==> src/rtl/pipeline_controller.sv <==
// pipeline_controller: operand forwarding, load-use/branch/memory hazard
// handling and a small drain/memory-wait sequencer for a 5-stage pipeline.
module pipeline_controller (
    input  logic        clk,
    input  logic        reset,
    input  logic [3:0]  RA1D,
    input  logic [3:0]  RA2D,
    input  logic [3:0]  RA1E,
    input  logic [3:0]  RA2E,
    input  logic [3:0]  WA3E,
    input  logic [3:0]  WA3M,
    input  logic [3:0]  WA3W,
    input  logic        RegWriteM,
    input  logic        RegWriteW,
    input  logic        MemtoRegE,
    input  logic        PCSrcD,
    input  logic        BranchTakenE,
    input  logic        MemReqM,
    input  logic        MemReadyM,
    input  logic        StatClr,
    output logic [1:0]  ForwardAE,
    output logic [1:0]  ForwardBE,
    output logic        StallF,
    output logic        StallD,
    output logic        StallE,
    output logic        StallM,
    output logic        FlushD,
    output logic        FlushE,
    output logic        FlushW,
    output logic        MemTimeout,
    output logic [15:0] StallCount,
    output logic [1:0]  State
);

    typedef enum logic [1:0] {
        RUN     = 2'b00,
        DRAIN   = 2'b01,
        MEMWAIT = 2'b10
    } ctrlState_t;

    ctrlState_t  state_q, state_d;
    ctrlState_t  retState_q, retState_d;
    logic [1:0]  drainCnt_q, drainCnt_d;
    logic [7:0]  waitCnt_q, waitCnt_d;
    logic [15:0] stallCnt_q, stallCnt_d;
    logic        timeout_q, timeout_d;

    logic memStall;
    logic ldStall;
    logic branchFlush;
    logic drainActive;
    logic drainStart;

    // A memory stall freezes everything up to M and bubbles W.
    assign memStall    = MemReqM & ~MemReadyM;
    // Load-use hazard; the drain sequence already holds fetch, so it is ignored there.
    assign ldStall     = MemtoRegE & ((RA1D == WA3E) | (RA2D == WA3E))
                         & (state_q != DRAIN) & ~memStall;
    assign branchFlush = BranchTakenE & ~memStall;
    // Drain outputs stay active on the MEMWAIT exit cycle when we are resuming a drain.
    assign drainActive = ~memStall & ((state_q == DRAIN) |
                         ((state_q == MEMWAIT) & (retState_q == DRAIN)));
    assign drainStart  = (state_q == RUN) & PCSrcD & ~memStall & ~ldStall & ~BranchTakenE;

    assign MemTimeout = timeout_q;
    assign StallCount = stallCnt_q;
    assign State      = state_q;

    // Forwarding select: the M-stage result is newer than W, so it wins.
    always_comb begin
        ForwardAE = 2'b00;
        ForwardBE = 2'b00;
        if (reset) begin
            if (RegWriteM && (RA1E == WA3M)) begin
                ForwardAE = 2'b10;
            end else if (RegWriteW && (RA1E == WA3W)) begin
                ForwardAE = 2'b01;
            end
            if (RegWriteM && (RA2E == WA3M)) begin
                ForwardBE = 2'b10;
            end else if (RegWriteW && (RA2E == WA3W)) begin
                ForwardBE = 2'b01;
            end
        end
    end

    // Stall/flush outputs: OR of all active hazards, flushes masked only by memory stall.
    always_comb begin
        StallF = 1'b0;
        StallD = 1'b0;
        StallE = 1'b0;
        StallM = 1'b0;
        FlushD = 1'b0;
        FlushE = 1'b0;
        FlushW = 1'b0;
        if (!reset) begin
            FlushD = 1'b1;
            FlushE = 1'b1;
            FlushW = 1'b1;
        end else if (memStall) begin
            StallF = 1'b1;
            StallD = 1'b1;
            StallE = 1'b1;
            StallM = 1'b1;
            FlushW = 1'b1;
        end else begin
            StallF = ldStall | drainActive | drainStart;
            StallD = ldStall;
            FlushD = branchFlush | drainActive;
            FlushE = branchFlush | ldStall;
        end
    end

    // Sequencer next state plus the statistics counters.
    always_comb begin
        state_d    = state_q;
        retState_d = retState_q;
        drainCnt_d = drainCnt_q;
        waitCnt_d  = waitCnt_q;
        case (state_q)
            RUN: begin
                if (memStall) begin
                    state_d    = MEMWAIT;
                    retState_d = RUN;
                end else if (drainStart) begin
                    state_d    = DRAIN;
                    drainCnt_d = 2'd3;
                end
            end
            DRAIN: begin
                if (memStall) begin
                    state_d    = MEMWAIT;
                    retState_d = DRAIN;
                end else if (BranchTakenE || (drainCnt_q <= 2'd1)) begin
                    state_d    = RUN;
                    drainCnt_d = 2'd0;
                end else begin
                    drainCnt_d = drainCnt_q - 2'd1;
                end
            end
            MEMWAIT: begin
                if (memStall) begin
                    if (waitCnt_q != 8'hFF) begin
                        waitCnt_d = waitCnt_q + 8'd1;
                    end
                end else begin
                    waitCnt_d = 8'd0;
                    if ((retState_q == DRAIN) && !BranchTakenE) begin
                        state_d = DRAIN;
                    end else begin
                        state_d    = RUN;
                        drainCnt_d = 2'd0;
                    end
                end
            end
            default: begin
                state_d    = RUN;
                retState_d = RUN;
                drainCnt_d = 2'd0;
                waitCnt_d  = 8'd0;
            end
        endcase

        timeout_d = StatClr ? 1'b0 : (timeout_q | (waitCnt_d == 8'hFF));

        if (StatClr) begin
            stallCnt_d = 16'd0;
        end else if (StallF && (stallCnt_q != 16'hFFFF)) begin
            stallCnt_d = stallCnt_q + 16'd1;
        end else begin
            stallCnt_d = stallCnt_q;
        end
    end

    // State and counter registers with asynchronous active-low reset.
    always_ff @(posedge clk or negedge reset) begin
        if (!reset) begin
            state_q    <= RUN;
            retState_q <= RUN;
            drainCnt_q <= 2'd0;
            waitCnt_q  <= 8'd0;
            stallCnt_q <= 16'd0;
            timeout_q  <= 1'b0;
        end else begin
            state_q    <= state_d;
            retState_q <= retState_d;
            drainCnt_q <= drainCnt_d;
            waitCnt_q  <= waitCnt_d;
            stallCnt_q <= stallCnt_d;
            timeout_q  <= timeout_d;
        end
    end

endmodule
==> config.mk <==
export PLATFORM = sky130hd
export DESIGN_NAME = pipeline_controller
export DESIGN_NICKNAME = d
export VERILOG_FILES = /design/src/rtl/pipeline_controller.sv
export SDC_FILE = /design/constraint.sdc
export NUM_CORES = 1
export LEC_CHECK = 0
export CAP_MARGIN = 10
export CORE_ASPECT_RATIO = 1.4
export CORE_MARGIN = 1.5
export CORE_UTILIZATION = 51
export CTS_BUF_LIST = sky130_fd_sc_hd__clkbuf_2 sky130_fd_sc_hd__clkbuf_4 sky130_fd_sc_hd__clkbuf_8
export DETAILED_ROUTE_END_ITERATION = 6
export HOLD_SLACK_MARGIN = 0.08
export PLACE_DENSITY_LB_ADDON = 0.25
export SYNTH_ARGS = -nofsm -noshare
export SYNTH_HDL_FRONTEND = slang
export SYNTH_SLANG_ARGS = --single-unit
==> constraint.sdc <==
create_clock -name clk -period 4.7 [get_ports clk]
set_input_delay 0.705 -clock clk [delete_from_list [all_inputs] [get_ports clk]]
set_output_delay 0.705 -clock clk [all_outputs]
set_load 0.005 [all_outputs]
==> results.py <==
metrics = {
    "sta": {
        "relSlewSlack_pct": 30.7,
        "fin_crit_sh_pct": 68.1,
        "rsz0062_at_grt": "no",
        "finClkSkew_ns": 0.00506,
        "finalMaxSlewViolations": 0,
        "period_needed_ns": 3.20,
        "hold_viol": 0,
        "holdWs_ns": 0.305,
        "final-setup-viol-count": 0,
        "fmax_ghz": 0.312,
        "fin_tns_setup_ns": 0,
        "tightest_slew_ns": 1.04,
    },
    "synthesis": {
        "synthDistinctLibCells": 52,
        "synth_nets": 279,
        "seq_area_frac_synth_pct": 35.9,
        "syn_area_per_cell_um2": 8.77,
        "synth_flop_cell": "dfrtp_1",
        "ys.warnings.count": 0,
        "synth-edff-count": 0,
        "syn_inst": 238,
        "synth-seq-cells": 30,
        "synthArstFlopShare_pct": 100,
        "syn_area_um2": 2090,
    },
    "placement": {
        "portBuffers": 67,
        "dpl_cell_area_um2": 2740,
        "dpl.hpwl_mm": 3.82,
        "place.gp.congestion": 0.855,
    },
    "job": {
        "maxCapViolations": 0,
    },
    "power": {
        "leakagePower_nw": 1.08,
        "powerDensity_nw_per_um2": 224,
        "peakVddDrop_uv": 217,
    },
    "layout": {
        "layout_common_cells": "clkdlybuf4s50_1 (66), dfrtp_1 (30), nand2_1 (20), a21oi_1 (20)",
        "diodes": 0,
        "mostFrequentLayoutCell": "clkdlybuf4s50_1",
        "seqCellArea_um2": 751,
        "syn_to_final_growth_pct": 35.9,
        "layout-drive-gt1-share_pct": 6.31,
        "multiInputGateArea_um2": 1240,
        "fin_nets": 341,
        "final_area_um2": 2840,
        "nFillCells": 350,
    },
    "floorplan": {
        "coreArea_um2": 3920,
        "start_util_pct": 53.3,
        "die-area_um2": 4490,
        "die_h_um": 78.7,
        "die_w_um": 57.1,
        "pin_count": 68,
        "rows": 27,
    },
    "clock_network": {
        "numCtsBuffers": 5,
        "insertion_delay_ns": 0.28,
        "cts_sinks": 30,
        "cts.repair.resized": 0,
        "tritoncts": "built",
        "path_clk_slew_ns": 0.06,
        "h-tree-depth": 2,
        "root_buffer": "clkbuf_8",
        "postCtsSetupRepairBufs": 0,
        "ctsHoldBuffers": 0,
        "cts_buffer_depth": 2,
    },
    "route": {
        "vias": 2060,
        "viasPerCell": 5.99,
        "drt_iter0_drc": 67,
        "drtAntennaViolNets": 0,
        "first_pass_iters": 4,
        "wirelength_mm": 5.12,
        "drc_errors": 0,
        "routedWlPerCell_um": 14.9,
    },
    "critical_path": {
        "end_kind": "primary output",
        "crit_type": "in2out",
        "startpoint_type": "input pin",
        "cp_data_arrival_time_ns": 2.50,
        "required_ns": 3.99,
        "cp_max_fo": 6,
    },
    "status": {
        "status": "complete, no violations",
    },
    "global_route": {
        "grt_usage_pct": 24.4,
        "grt_pass1_vias": 1996,
        "grt_max_degree": 31,
        "grt_first_pass_wirelength_mm": 8.84,
        "antenna_found_initial": 0,
        "gr-total-overflow": 0,
    },
    "min_path": {
        "hold_class": "in2async",
    },
}
## sequential cells by signal, summed over array words and instances, names as in the netlist
signal	cells
MemTimeout	1
StallCount	16
State	2
drainCnt_q	2
retState_q	1
waitCnt_q	8
## routing by layer
layer / track usage [%] / routed length [um] / vias to the layer above
met1: 28.4 / 2110 / 962
met5: 0 / 0 / -
met4: 8.37 / 85 / 0
met3: 4.72 / 383 / 8
li1: - / - / 1008
met2: 44.1 / 2540 / 82
## cells in the mapped netlist (all sizes together), types with 7 or more instances
master | instances | area [um2]
inv | 7 | 26.3
dfrtp | 30 | 751
o21ai | 16 | 80.1
a21oi | 21 | 109
xnor2 | 16 | 140
clkbuf | 7 | 27.5
nand3 | 13 | 65.1
xor2 | 9 | 78.8
or3 | 9 | 58.8
nand2 | 20 | 75.1
## power breakdown
part / leakage, nW / switching (mW) / internal, mW
combinational: 0.612 / 0.0613 / 0.0753
sequential: 0.412 / 0.0135 / 0.269
clock: 0.0517 / 0.0946 / 0.124
total: 1.08 / 0.169 / 0.468
## final cells by class
class	count	area share [%]
clock buffers	7	3.17
clock inverters	1	0.176
inverters	7	0.926
multi-input cells	188	43.7
flip-flops and latches	30	26.4
well taps	43	1.90
repair buffers	68	23.7
## cell families (layout without fill, tap and decap cells)
family | count (synthesis) | after routing | synth area share [%]
xor+xnor | 25 | 25 | 10.5
simple gates | 94 | 94 | 26.2
flops | 30 | 30 | 35.9
mux | 5 | 5 | 2.40
compound gates | 61 | 61 | 18.5
buf+inv | 20 | 83 | 4.67
fa+ha+maj | 3 | 3 | 1.80
## stage by stage
step	instances	power, mW	setup slack [ns]	util, %
finish	344	0.637	1.50	72.4
global route	344	0.668	1.26	72.4
CTS	344	0.644	1.48	72.4
detailed placement	336	0.425	1.49	70.0
global placement	336	0.421	1.53	70.0
floorplan	238	0.356	2.54	-
## path summary, 6_finish.rpt
check                                           from                    endpoint  slack [ns]  cells after the start
max in group asynchronous                      reset      waitCnt_q[1]$_DFF_PN0_        3.79                      2
min in group clk           drainCnt_q[1]$_DFFE_PN0P_   drainCnt_q[1]$_DFFE_PN0P_        0.54                      2
setup / recovery                             WA3E[3]                      FlushE        1.50                      7
hold / removal                                 reset  StallCount[12]$_DFFE_PN0P_        0.31                      1
setup reg to reg                State[1]$_DFFE_PN0P_   StallCount[5]$_DFFE_PN0P_        2.10                      6
hold reg to reg            drainCnt_q[1]$_DFFE_PN0P_   drainCnt_q[1]$_DFFE_PN0P_        0.54                      2
## critical path, cell delays in order
cell and delay, ns:
clkdlybuf4s50_1 0.51, xnor2_1 0.13, nand4_1 0.14, a21oi_2 0.31
o21ai_0 0.12, nand2_1 0.08, clkdlybuf4s50_1 0.50
Note: power is estimated with default switching activity, not from simulation.
